File: config.mk
export PLATFORM = sky130hd
export DESIGN_NAME = fp_mismatch_tracker
export DESIGN_NICKNAME = d
export VERILOG_FILES = /design/src/rtl/fp_mismatch_tracker.sv
export SDC_FILE = /design/constraint.sdc
export NUM_CORES = 1
export LEC_CHECK = 0
export CAP_MARGIN = 5
export CORE_MARGIN = 3
export CORE_UTILIZATION = 30
export CTS_BUF_LIST = sky130_fd_sc_hd__clkbuf_4 sky130_fd_sc_hd__clkbuf_8
export DETAILED_ROUTE_END_ITERATION = 8
export GPL_TIMING_DRIVEN = 0
export PLACE_DENSITY = 0.84
export SLEW_MARGIN = 15
export SYNTH_ARGS = -nofsm -noshare
export SYNTH_HDL_FRONTEND = slang
export SYNTH_SLANG_ARGS = --single-unit
File: constraint.sdc
create_clock -name clk -period 3.24 [get_ports clk]
set_input_delay 0.972 -clock clk [delete_from_list [all_inputs] [get_ports clk]]
set_output_delay 0.972 -clock clk [all_outputs]
set_load 0.03 [all_outputs]
File: src/rtl/fp_mismatch_tracker.sv
// Result compare, saturating mismatch counter and first-failure index capture.
module fp_mismatch_tracker #(
  parameter int unsigned DATA_W = 64,
  parameter int unsigned ADDR_W = 5,
  parameter int unsigned CNT_W  = 8
) (
  input  logic              clk,
  input  logic              rst_n,
  input  logic              clear,
  input  logic              check,
  input  logic              force_fail,
  input  logic [DATA_W-1:0] result,
  input  logic [DATA_W-1:0] expected,
  input  logic [ADDR_W-1:0] idx,
  output logic              mismatch,
  output logic [CNT_W-1:0]  count,
  output logic              fail_valid,
  output logic [ADDR_W-1:0] first_fail_idx
);

  logic [CNT_W-1:0]  count_q;
  logic              fail_valid_q;
  logic [ADDR_W-1:0] first_q;

  assign mismatch = check && (force_fail || (result != expected));

  always_ff @(posedge clk or negedge rst_n) begin
    if (!rst_n) begin
      count_q      <= '0;
      fail_valid_q <= 1'b0;
      first_q      <= '0;
    end else if (clear) begin
      count_q      <= '0;
      fail_valid_q <= 1'b0;
      first_q      <= '0;
    end else if (mismatch) begin
      if (count_q != {CNT_W{1'b1}}) begin
        count_q <= count_q + CNT_W'(1);
      end
      if (!fail_valid_q) begin
        fail_valid_q <= 1'b1;
        first_q      <= idx;
      end
    end
  end

  assign count          = count_q;
  assign fail_valid     = fail_valid_q;
  assign first_fail_idx = first_q;

endmodule

# Yosys cells after proc, flatten, opt, wreduce, memory -nomap -nowiden
# Cells that the tools add are included.
op_classes:
  n_addsub: 1
  n_eq_ne: 3
  mux: 8
  reduce_logical: 6
ops:
  columns: ["cell", "count"]
  rows:
  - ["inequality test 64 bit", 1]
  - ["two-way mux 8 bit", 3]
  - ["two-way mux 5 bit", 3]
  - ["adder 8 x 1 -> 8 bit (second input constant)", 1]
  - ["inequality test 8 bit (second input constant)", 1]
  - ["AND reduction 2 bit", 2]
  - ["nonzero test 2 bit", 2]
  - ["two-way mux 1 bit", 2]
  - ["inequality test 2 bit (second input constant)", 1]
  - ["logical AND 1 bit", 1]
  - ["logical OR 1 bit", 1]
word_totals:
  ff_bits: 14
  inputBits: 138
  output_inout_bits: 15
  word_cells: 21

# Longest topological paths before layout
# Gate-level depths: netlist of run 1.
depth:
  depth_word: 5
  ltp_mapped: 8
  mapped_depth_nobuf: 8

# Worst setup path before layout of run 1
# Ideal clock, no wire load.
synth_timing:
  kind: "input port to output port"
  start: "in expected[57]"
  end: "out mismatch"
  t_arrival_ns: 2.233
  required_time_ns: 2.268
  slack_ns: 0.035
  path_stages: 6
  path_cell_list: "xor2_1 nor4_1 nand4_1 nor4_2 nand2_2 and2_1"
synth_via:
  elab_chain_cells: 3
synth_lines:
  columns: ["element", "line", "source"]
  rows:
  - ["start: declaration", "13", "input logic [DATA_W-1:0] expected,"]
  - ["inequality test 64 bit", "25", "assign mismatch = check && (force_fail || (result != expected));"]
  - ["logical OR 1 bit", "25", null]
  - ["logical AND 1 bit", "25", null]
  - ["end: declaration", "15", "output logic mismatch,"]
# Every way passes these cells.

# Worst setup path in the final report of run 1
layout_timing:
  start: "in result[3]"
  end: "out mismatch"
layout_via:
  elab_chain_cells: 3
layout_lines:
  columns: ["element", "line", "source"]
  rows:
  - ["start: declaration", "12", "input logic [DATA_W-1:0] result,"]
  - ["inequality test 64 bit", "25", null]
  - ["logical OR 1 bit", "25", null]
  - ["logical AND 1 bit", "25", null]
# Every way passes these cells.

==> results.cfg, run 1 <==
[floorplanning]
die_w_um = 76.0
rows = 24
ios = 153
die_h_um = 76.0
start_util_pct = 32.5
coreArea_um2 = 4530
die_area_um2 = 5780

[cells_and_area]
final_common_cell = clkdlybuf4s50_1
nNetsFinal = 472
syn_to_final_growth_pct = 114
insertedDiodeCount = 0
final_util_pct = 69.5
drive_gt1_share_pct = 23.2
mostFrequentLayoutCells = clkdlybuf4s50_1 (49), xor2_1 (42), clkdlybuf4s15_1 (32)

[sta]
slew-limit-headroom_pct = 57.0
drv_slew = 0
finalCritPeriodShare_pct = 107
setup_viol = 1
tightestPinTransition_ns = 0.643
fin_skew_ns = 0.00501
post-route-worst-setup-slack_ns = -0.228
clock.fmax_mhz = 288
final_hold_viol_count = 0
rsz0062_at_grt = yes
min_period_ns = 3.47

[clocking]
root_buffer = clkbuf_8
clockBufferDepth = 2
h-tree-depth = 1
cts_sinks = 14
path_clk_slew_ns = 0.06
cts_tree = yes
cts_buffers = 3
clk-insertion-delay-late_ns = 0.25

[routing]
dr.pass1.iters = 5
drcViolationCount = 0
num_vias = 1837
wl_per_cell_um = 15.7
ant_nets = 0
drt_iter0_drc = 40
wl_mm = 6.22
viasPerCell = 4.63

[synth]
synth-seq-cells = 14
ys.flop_type = dfrtp_1
synth.avg_cell_area_um2 = 8.76
synth_area_um2 = 1470
async_reset_ff_share_pct = 100
yosysWarnings = 0
syn_inst = 168
synth_edf_count = 0
synth_nets = 307
ys_seq_area_share_pct = 23.8
synth_cell_types = 32

[setup_path]
worstPathRequired_ns = 2.27
r2r_slack_ns = 1.10
r2r_start = count[0]
r2r_end = count[3]
setup.worst_path.start = result[3]
worst_ep_arrival_time_ns = 2.50
rr_worst_depth = 8
crit_fanout = 2
crit_path_end = mismatch
crit_type = input port to primary output
crit_path_start_kind = input port
critPathCaptureType = primary output

[placed_design]
dp_hpwl_mm = 5.24
pre_cts_ws_ns = -1.18
portBuffers = 152
place.gp.congestion = 0.860

[power]
power.leakage_uw = 0.00145
p_per_area_nw_per_um2 = 208
ir_drop_mv = 0.211

[grt]
grt_pass1_vias = 1823
grt_usage_pct = 20.3
grt_pass1_wl_mm = 9.53
gr-total-overflow = 0
grt_start_max_net_pins = 15
antenna_found_initial = 0

[job]
drv_cap = 0

[status]
outcome = complete, but fails checks
violations = negative setup slack

[hold_path]
holdCritPathClass = register to register
==> cell families (layout without fill, tap and decap cells) <==
| logic type | count (synthesis) | count (layout) | synth area share, % |
|---|---|---|---|
| flip-flops | 14 | 14 | 23.8 |
| AO/OA/AOI/OAI | 13 | 13 | 5.87 |
| XOR/XNOR | 60 | 60 | 35.7 |
| buffers and inverters | 9 | 173 | 2.81 |
| adder cells (fa/ha/maj) | 1 | 1 | 0.850 |
| AND/OR/NAND/NOR | 62 | 62 | 24.6 |
| multiplexers | 9 | 9 | 6.38 |
==> per-stage QoR <==
stage / hold WS [ns] / instance area (µm²) / setup TNS (ns) / instances / power (µW)
floorplan: 0.670 / 1470 / 0 / 168 / 294
global placement: 0.510 / 3070 / -1.40 / 385 / 502
detailed placement: 0.524 / 3070 / -1.46 / 385 / 507
CTS: 0.538 / 3090 / -0.255 / 395 / 656
global route: 0.570 / 3150 / -0.367 / 397 / 695
finish: 0.525 / 3150 / -0.228 / 397 / 657
==> cell type report <==
type                       count  area, µm²
fill                         378       1380
inverter                       6       22.5
sequential                    14        350
tap                           65       81.3
multi-input combinational    145       1190
timing repair buffer         160       1440
buffer                         3       18.8
clock buffer                   4       55.1
==> layer usage <==
metal	global-route usage, %	routed length (µm)	part of all wire, %	vias to the layer above
li1	-	-	-	907
met1	24.8	2350	38	821
met2	35.9	3160	51	95
met3	5.32	561	9.0	14
met4	4.53	148	2.4	0
met5	0	0	0	-
==> flip-flops by register name (all words and copies together) (netlist names) <==
register	count
fail_valid	1
count	8
first_fail_idx	5
==> report_power, final <==
| group | internal (µW) | switching, µW |
|---|---|---|
| clock | 108 | 63.2 |
| combinational | 181 | 116 |
| sequential | 182 | 6.55 |
==> synthesized netlist by cell type, drive strengths merged, types with 2 or more instances <==
| cell | count | share of area, % |
|---|---|---|
| a21oi | 4 | 1.4 |
| a31oi | 2 | 0.85 |
| clkbuf | 2 | 0.51 |
| dfrtp | 14 | 24 |
| inv | 6 | 1.5 |
| mux2 | 3 | 2.3 |
| mux2i | 6 | 4.1 |
| nand2 | 5 | 1.4 |
| nand2b | 12 | 5.1 |
| nand3 | 3 | 1.0 |
| nand4 | 9 | 3.8 |
| nor2 | 12 | 3.1 |
| nor2b | 3 | 1.3 |
| nor3 | 2 | 0.68 |
| nor4 | 12 | 5.5 |
| nor4b | 2 | 1.6 |
| xnor2 | 17 | 10 |
| xor2 | 43 | 26 |
==> worst max-delay path: stages <==
cell,delay (ns)
clkdlybuf4s50_1,0.47
inv_1,0.07
a2bb2oi_2,0.11
nand4_1,0.17
nor4_4,0.32
nand2_2,0.08
and2_4,0.17
buf_6,0.13
==> how the worst min path moves through the flow <==
stage	startpoint	end	slack, ns	cells past startpoint
floorplan	fail_valid	fail_valid	0.67	2
global placement	fail_valid	fail_valid	0.51	2
detailed placement	fail_valid	fail_valid	0.52	2
CTS	fail_valid	fail_valid	0.54	2
global route	first_fail_idx[2]	first_fail_idx[2]	0.57	2
finish	fail_valid	fail_valid	0.53	2
==> repair_timing <==
| item | 4_1_cts | 5_1_grt |
|---|---|---|
| gates resized for setup | 204 | 46 |
| endpoints found under the hold margin | 0 | 0 |
| setup endpoints to repair | 1 | 1 |
| buffers inserted | 6 | 2 |
| hold buffers | 0 | 0 |
| pin swaps | 55 | 27 |
No activity file was read; power rests on OpenSTA's default activity.
==> inputs of run 2 (changes only) <==
--- a/config.mk
+++ b/config.mk
@@ -12,6 +12,7 @@
 export DETAILED_ROUTE_END_ITERATION = 8
 export GPL_TIMING_DRIVEN = 0
 export PLACE_DENSITY = 0.84
+export REMOVE_ABC_BUFFERS = 1
 export SLEW_MARGIN = 15
 export SYNTH_ARGS = -nofsm -noshare
 export SYNTH_HDL_FRONTEND = slang
==> results.cfg, run 2 (same netlist as run 1, synthesis figures left out) <==
[routing]
drcViolationCount = 0
ant_nets = 0
num_vias = 1838
drt_iter0_drc = 15
wl_mm = 6.20
viasPerCell = 4.68
dr.pass1.iters = 4
wl_per_cell_um = 15.8

[grt]
use_met3_pct = 4.61
gr-total-overflow = 0
use_met1_pct = 23.6
gr-max-usage-layer = met2
grt_usage_pct = 21.1
grt_pass1_vias = 1937
use_met2_pct = 40.7
antenna_found_initial = 1
grt_pass1_wl_mm = 10.1
grt_start_max_net_pins = 24

[sta]
tightestPinTransition_ns = 0.687
final_hold_viol_count = 0
setup_tns_ns = -0.282
finalCritPeriodShare_pct = 109
setup_viol = 1
fin_skew_ns = 0.000536
min_period_ns = 3.52
drv_slew = 0
rsz0062_at_grt = yes
post-route-worst-setup-slack_ns = -0.282
slew-limit-headroom_pct = 54.0
clock.fmax_mhz = 284

[power]
p_seq_share_pct = 29.5
ir_drop_mv = 0.205
power_frac_comb_pct = 44.2
switchingPower_uw = 182
swShare_pct = 28.4
internal_power_uw = 457
p_clk_share_pct = 26.3
p_per_area_nw_per_um2 = 214
power.leakage_uw = 0.00134

[setup_path]
crit_path_start_kind = input port
crit_type = input port to primary output
r2r_slack_ns = 1.11
crit_path_end = mismatch
r2r_end = count[3]
setup.worst_path.start = expected[60]
rr_worst_depth = 8
crit_fanout = 3
critPathCaptureType = primary output
worstPathRequired_ns = 2.27
worst_ep_arrival_time_ns = 2.55
r2r_start = count[0]

[clocking]
cts_sinks = 14
h-tree-depth = 1
cts_buffers = 3
clk-insertion-delay-late_ns = 0.24
path_clk_slew_ns = 0.06
cts_tree = yes
root_buffer = clkbuf_8
clockBufferDepth = 2

[placed_design]
place.gp.congestion = 0.851
placedCellCount = 382
dp_hpwl_mm = 5.23
portBuffers = 152

[status]
violations = negative setup slack
outcome = complete, but fails checks

[cells_and_area]
register_area_um2 = 350
largest_reg_flops = 8
final_util_pct = 65.8
multi_input_area_um2 = 1180
stdcell_count = 393
final_common_cell = clkdlybuf4s50_1
drive_gt1_share_pct = 27.2
num-fill-cells = 414
mostFrequentLayoutCells = clkdlybuf4s50_1 (45), xor2_1 (40), buf_2 (29), dlygate4sd2_1 (29), clkdlybuf4s15_1 (23)
nNetsFinal = 467
syn_to_final_growth_pct = 103

[floorplanning]
coreArea_um2 = 4530
start_util_pct = 32.5
die_h_um = 76.0
ios = 153
die_area_um2 = 5780
rows = 24
die_w_um = 76.0

[job]
drv_cap = 0

[hold_path]
holdCritPathClass = register to register
==> run 2: area by class of cell <==
| cell class | instances | area share, % |
|---|---|---|
| sequential | 14 | 11.7 |
| clock buffer | 4 | 1.85 |
| antenna | 1 | 0.0839 |
| inverter | 6 | 0.755 |
| tap | 65 | 2.73 |
| timing repair buffer | 158 | 43.3 |
| multi-input combinational | 145 | 39.5 |
==> run 2: through the flow <==
step                hold slack (ns)  area, µm²  worst slack [ns]  power [µW]
floorplan                     0.670       1450            0.0354         289
global placement              0.505       3060             -1.18         499
detailed placement            0.527       3060             -1.19         506
CTS                           0.540       3020            -0.255         646
global route                  0.586       2980            -0.388         676
finish                        0.529       2980            -0.282         639
==> run 2: power by group through the flow <==
stage | Sequential, µW | Clock [µW] | Combinational [µW]
after floorplan | 205 | 0 | 84.2
after global placement | 192 | 0 | 308
after detailed placement | 192 | 0 | 314
after CTS | 189 | 173 | 284
after global routing | 190 | 181 | 306
final | 189 | 168 | 282
==> run 2: worst min-delay path by stage <==
stage / cells after the start / endpoint / slack, ns / start
after detailed placement: 2 / fail_valid / 0.53 / fail_valid
after CTS: 2 / fail_valid / 0.54 / fail_valid
after global routing: 2 / first_fail_idx[0] / 0.59 / first_fail_idx[0]
final: 2 / fail_valid / 0.53 / fail_valid
after global placement: 2 / fail_valid / 0.50 / fail_valid
after floorplan: 2 / fail_valid / 0.67 / fail_valid
==> run 2: routing by layer <==
metal | wire (µm) | share of wire, % | up-vias
li1 | - | - | 897
met1 | 2250 | 36 | 844
met2 | 3330 | 54 | 85
met3 | 489 | 7.9 | 12
met4 | 129 | 2.1 | 0
met5 | 0 | 0 | -
==> run 2: worst max-delay path, cell delays in order <==
cell           delay [ns]
dlygate4sd2_1        0.24
xor2_1               0.15
nor4_1               0.20
nand4_1              0.22
nor4_4               0.35
nand2_2              0.12
and2_4               0.18
buf_6                0.13
==> run 2: what timing repair did <==
action                                  4_1_cts  5_1_grt
hold buffers                                  0        0
hold endpoints to repair                      0        0
resized for setup                           244       42
setup buffers                                 3        3
pin swaps                                    63       19
endpoints found under the setup margin        1        1
==> inputs of run 3 (changes only) <==
--- a/config.mk
+++ b/config.mk
@@ -7,11 +7,13 @@
 export LEC_CHECK = 0
 export CAP_MARGIN = 5
 export CORE_MARGIN = 3
-export CORE_UTILIZATION = 30
+export CORE_UTILIZATION = 35
 export CTS_BUF_LIST = sky130_fd_sc_hd__clkbuf_4 sky130_fd_sc_hd__clkbuf_8
 export DETAILED_ROUTE_END_ITERATION = 8
+export DONT_BUFFER_PORTS = 1
+export GPL_ROUTABILITY_DRIVEN = 0
 export GPL_TIMING_DRIVEN = 0
-export PLACE_DENSITY = 0.84
+export PLACE_DENSITY = 0.57
 export REMOVE_ABC_BUFFERS = 1
 export SLEW_MARGIN = 15
 export SYNTH_ARGS = -nofsm -noshare
==> results.cfg, run 3 (same netlist as run 1, synthesis figures left out) <==
[status]
outcome = complete, no violations

[power]
p_per_area_nw_per_um2 = 286
ir_drop_mv = 0.208
swShare_pct = 26.3
internal_power_uw = 348
p_clk_share_pct = 35.3
switchingPower_uw = 124
power.leakage_uw = 0.000667
power_frac_comb_pct = 21.5
p_seq_share_pct = 43.2

[routing]
dr.pass1.iters = 4
wl_per_cell_um = 18.1
viasPerCell = 5.59
wl_mm = 3.98
num_vias = 1229
ant_nets = 0
drcViolationCount = 0
drt_iter0_drc = 12

[sta]
fin_skew_ns = 0.00228
tightestPinTransition_ns = 0.547
setup_viol = 0
slew-limit-headroom_pct = 63.5
finalCritPeriodShare_pct = 99.7
hold_slack_ns = 0.420
min_period_ns = 3.23
clock.fmax_mhz = 310
final_hold_viol_count = 0
rsz0062_at_grt = yes
drv_slew = 0

[job]
drv_cap = 0

[setup_path]
slowest_stage = nor4_4
path_cells = xor2_1, nor4_1, nand4_1, nor4_4, nand2_2, and2_4
worstPathRequired_ns = 2.27
critPathCaptureType = primary output
crit_fanout = 2
worst_ep_arrival_time_ns = 2.26
crit_type = input port to primary output
crit_path_start_kind = input port
slowest_delay_ns = 0.36

[grt]
grt_pass1_vias = 1323
use_met2_pct = 29.1
use_met3_pct = 3.13
gr-max-usage-layer = met2
gr-total-overflow = 0
use_met1_pct = 15.5
antenna_found_initial = 0
grt_usage_pct = 14.8
grt_start_max_net_pins = 24
grt_pass1_wl_mm = 6.11

[cells_and_area]
num-fill-cells = 378
final_util_pct = 42.8
final_common_cell = xor2_1
stdcell_count = 220
fin_area_um2 = 1650
largest_reg_flops = 8
nNetsFinal = 312
drive_gt1_share_pct = 12.2
mostFrequentLayoutCells = xor2_1 (41), xnor2_1 (17), dfrtp_1 (14)
syn_to_final_growth_pct = 12.2
insertedDiodeCount = 0

[clocking]
cts_tree = yes
ctsHoldBuffers = 0
root_buffer = clkbuf_8
cts_sinks = 14
h-tree-depth = 1
clockBufferDepth = 2
path_clk_slew_ns = 0.06
cts_buffers = 3
clk-insertion-delay-late_ns = 0.24

[hold_path]
holdCritPathClass = input port to asynchronous set/reset pin

[floorplanning]
ios = 153
start_util_pct = 38.2
rows = 22
die_h_um = 70.8
die_w_um = 70.8
coreArea_um2 = 3850
die_area_um2 = 5020

[placed_design]
dp_hpwl_mm = 3.52
portBuffers = 0
placed_area_um2 = 1510
placedCellCount = 213
## run 3: cell type report
class | count | area [µm²] | area share [%]
repair buffers | 3 | 22.5 | 1.36
multi-input cells | 145 | 1140 | 69.1
clock buffers | 4 | 55.1 | 3.34
flip-flops and latches | 14 | 350 | 21.2
well taps | 48 | 60.1 | 3.64
inverters | 6 | 22.5 | 1.36
## run 3: final timing paths
path | slack, ns | cells past startpoint | from | end
max in group asynchronous | 2.75 | 0 | rst_n | fail_valid
hold reg to reg | 0.70 | 2 | first_fail_idx[1] | first_fail_idx[1]
hold / removal | 0.42 | 0 | rst_n | count[2]
min in group clk | 0.70 | 2 | first_fail_idx[1] | first_fail_idx[1]
setup reg to reg | 0.99 | 8 | count[0] | count[3]
setup / recovery | 0.009 | 6 | expected[6] | mismatch
## run 3: per-stage QoR
| stage | setup slack, ns | power, µW | setup TNS [ns] |
|---|---|---|---|
| after global routing | -0.0836 | 503 | -0.0836 |
| after detailed placement | -0.272 | 303 | -0.272 |
| after global placement | -0.236 | 299 | -0.236 |
| after floorplan | 0.0354 | 289 | 0 |
| after CTS | 0.00385 | 477 | 0 |
| final | 0.00936 | 473 | 0 |
## run 3: repair_timing
action | in CTS | in global routing
hold endpoints to repair | 0 | 0
pin swaps | 5 | 4
setup buffers | 2 | 1
cloned | 0 | 0
endpoints found under the setup margin | 1 | 1
gates resized for setup | 3 | 7
## run 3: critical path: cells and delay by family
| family | cells | cell delay (ns) |
|---|---|---|
| XOR/XNOR | 1 | 0.14 |
| AND/OR/NAND/NOR | 5 | 1.16 |
## run 3: per-layer routing
| layer | share of wire (%) | wire, µm |
|---|---|---|
| met4 | 0.60 | 24 |
| met2 | 58 | 2300 |
| met1 | 34 | 1340 |
| met3 | 8.0 | 319 |
| met5 | 0 | 0 |
## run 3: power groups by stage
| stage | logic (µW) | registers, µW | clock network (µW) |
|---|---|---|---|
| floorplan | 84.2 | 205 | 0 |
| global placement | 92.1 | 207 | 0 |
| detailed placement | 95.1 | 208 | 0 |
| CTS | 97.2 | 204 | 175 |
| global route | 115 | 205 | 183 |
| finish | 102 | 204 | 167 |
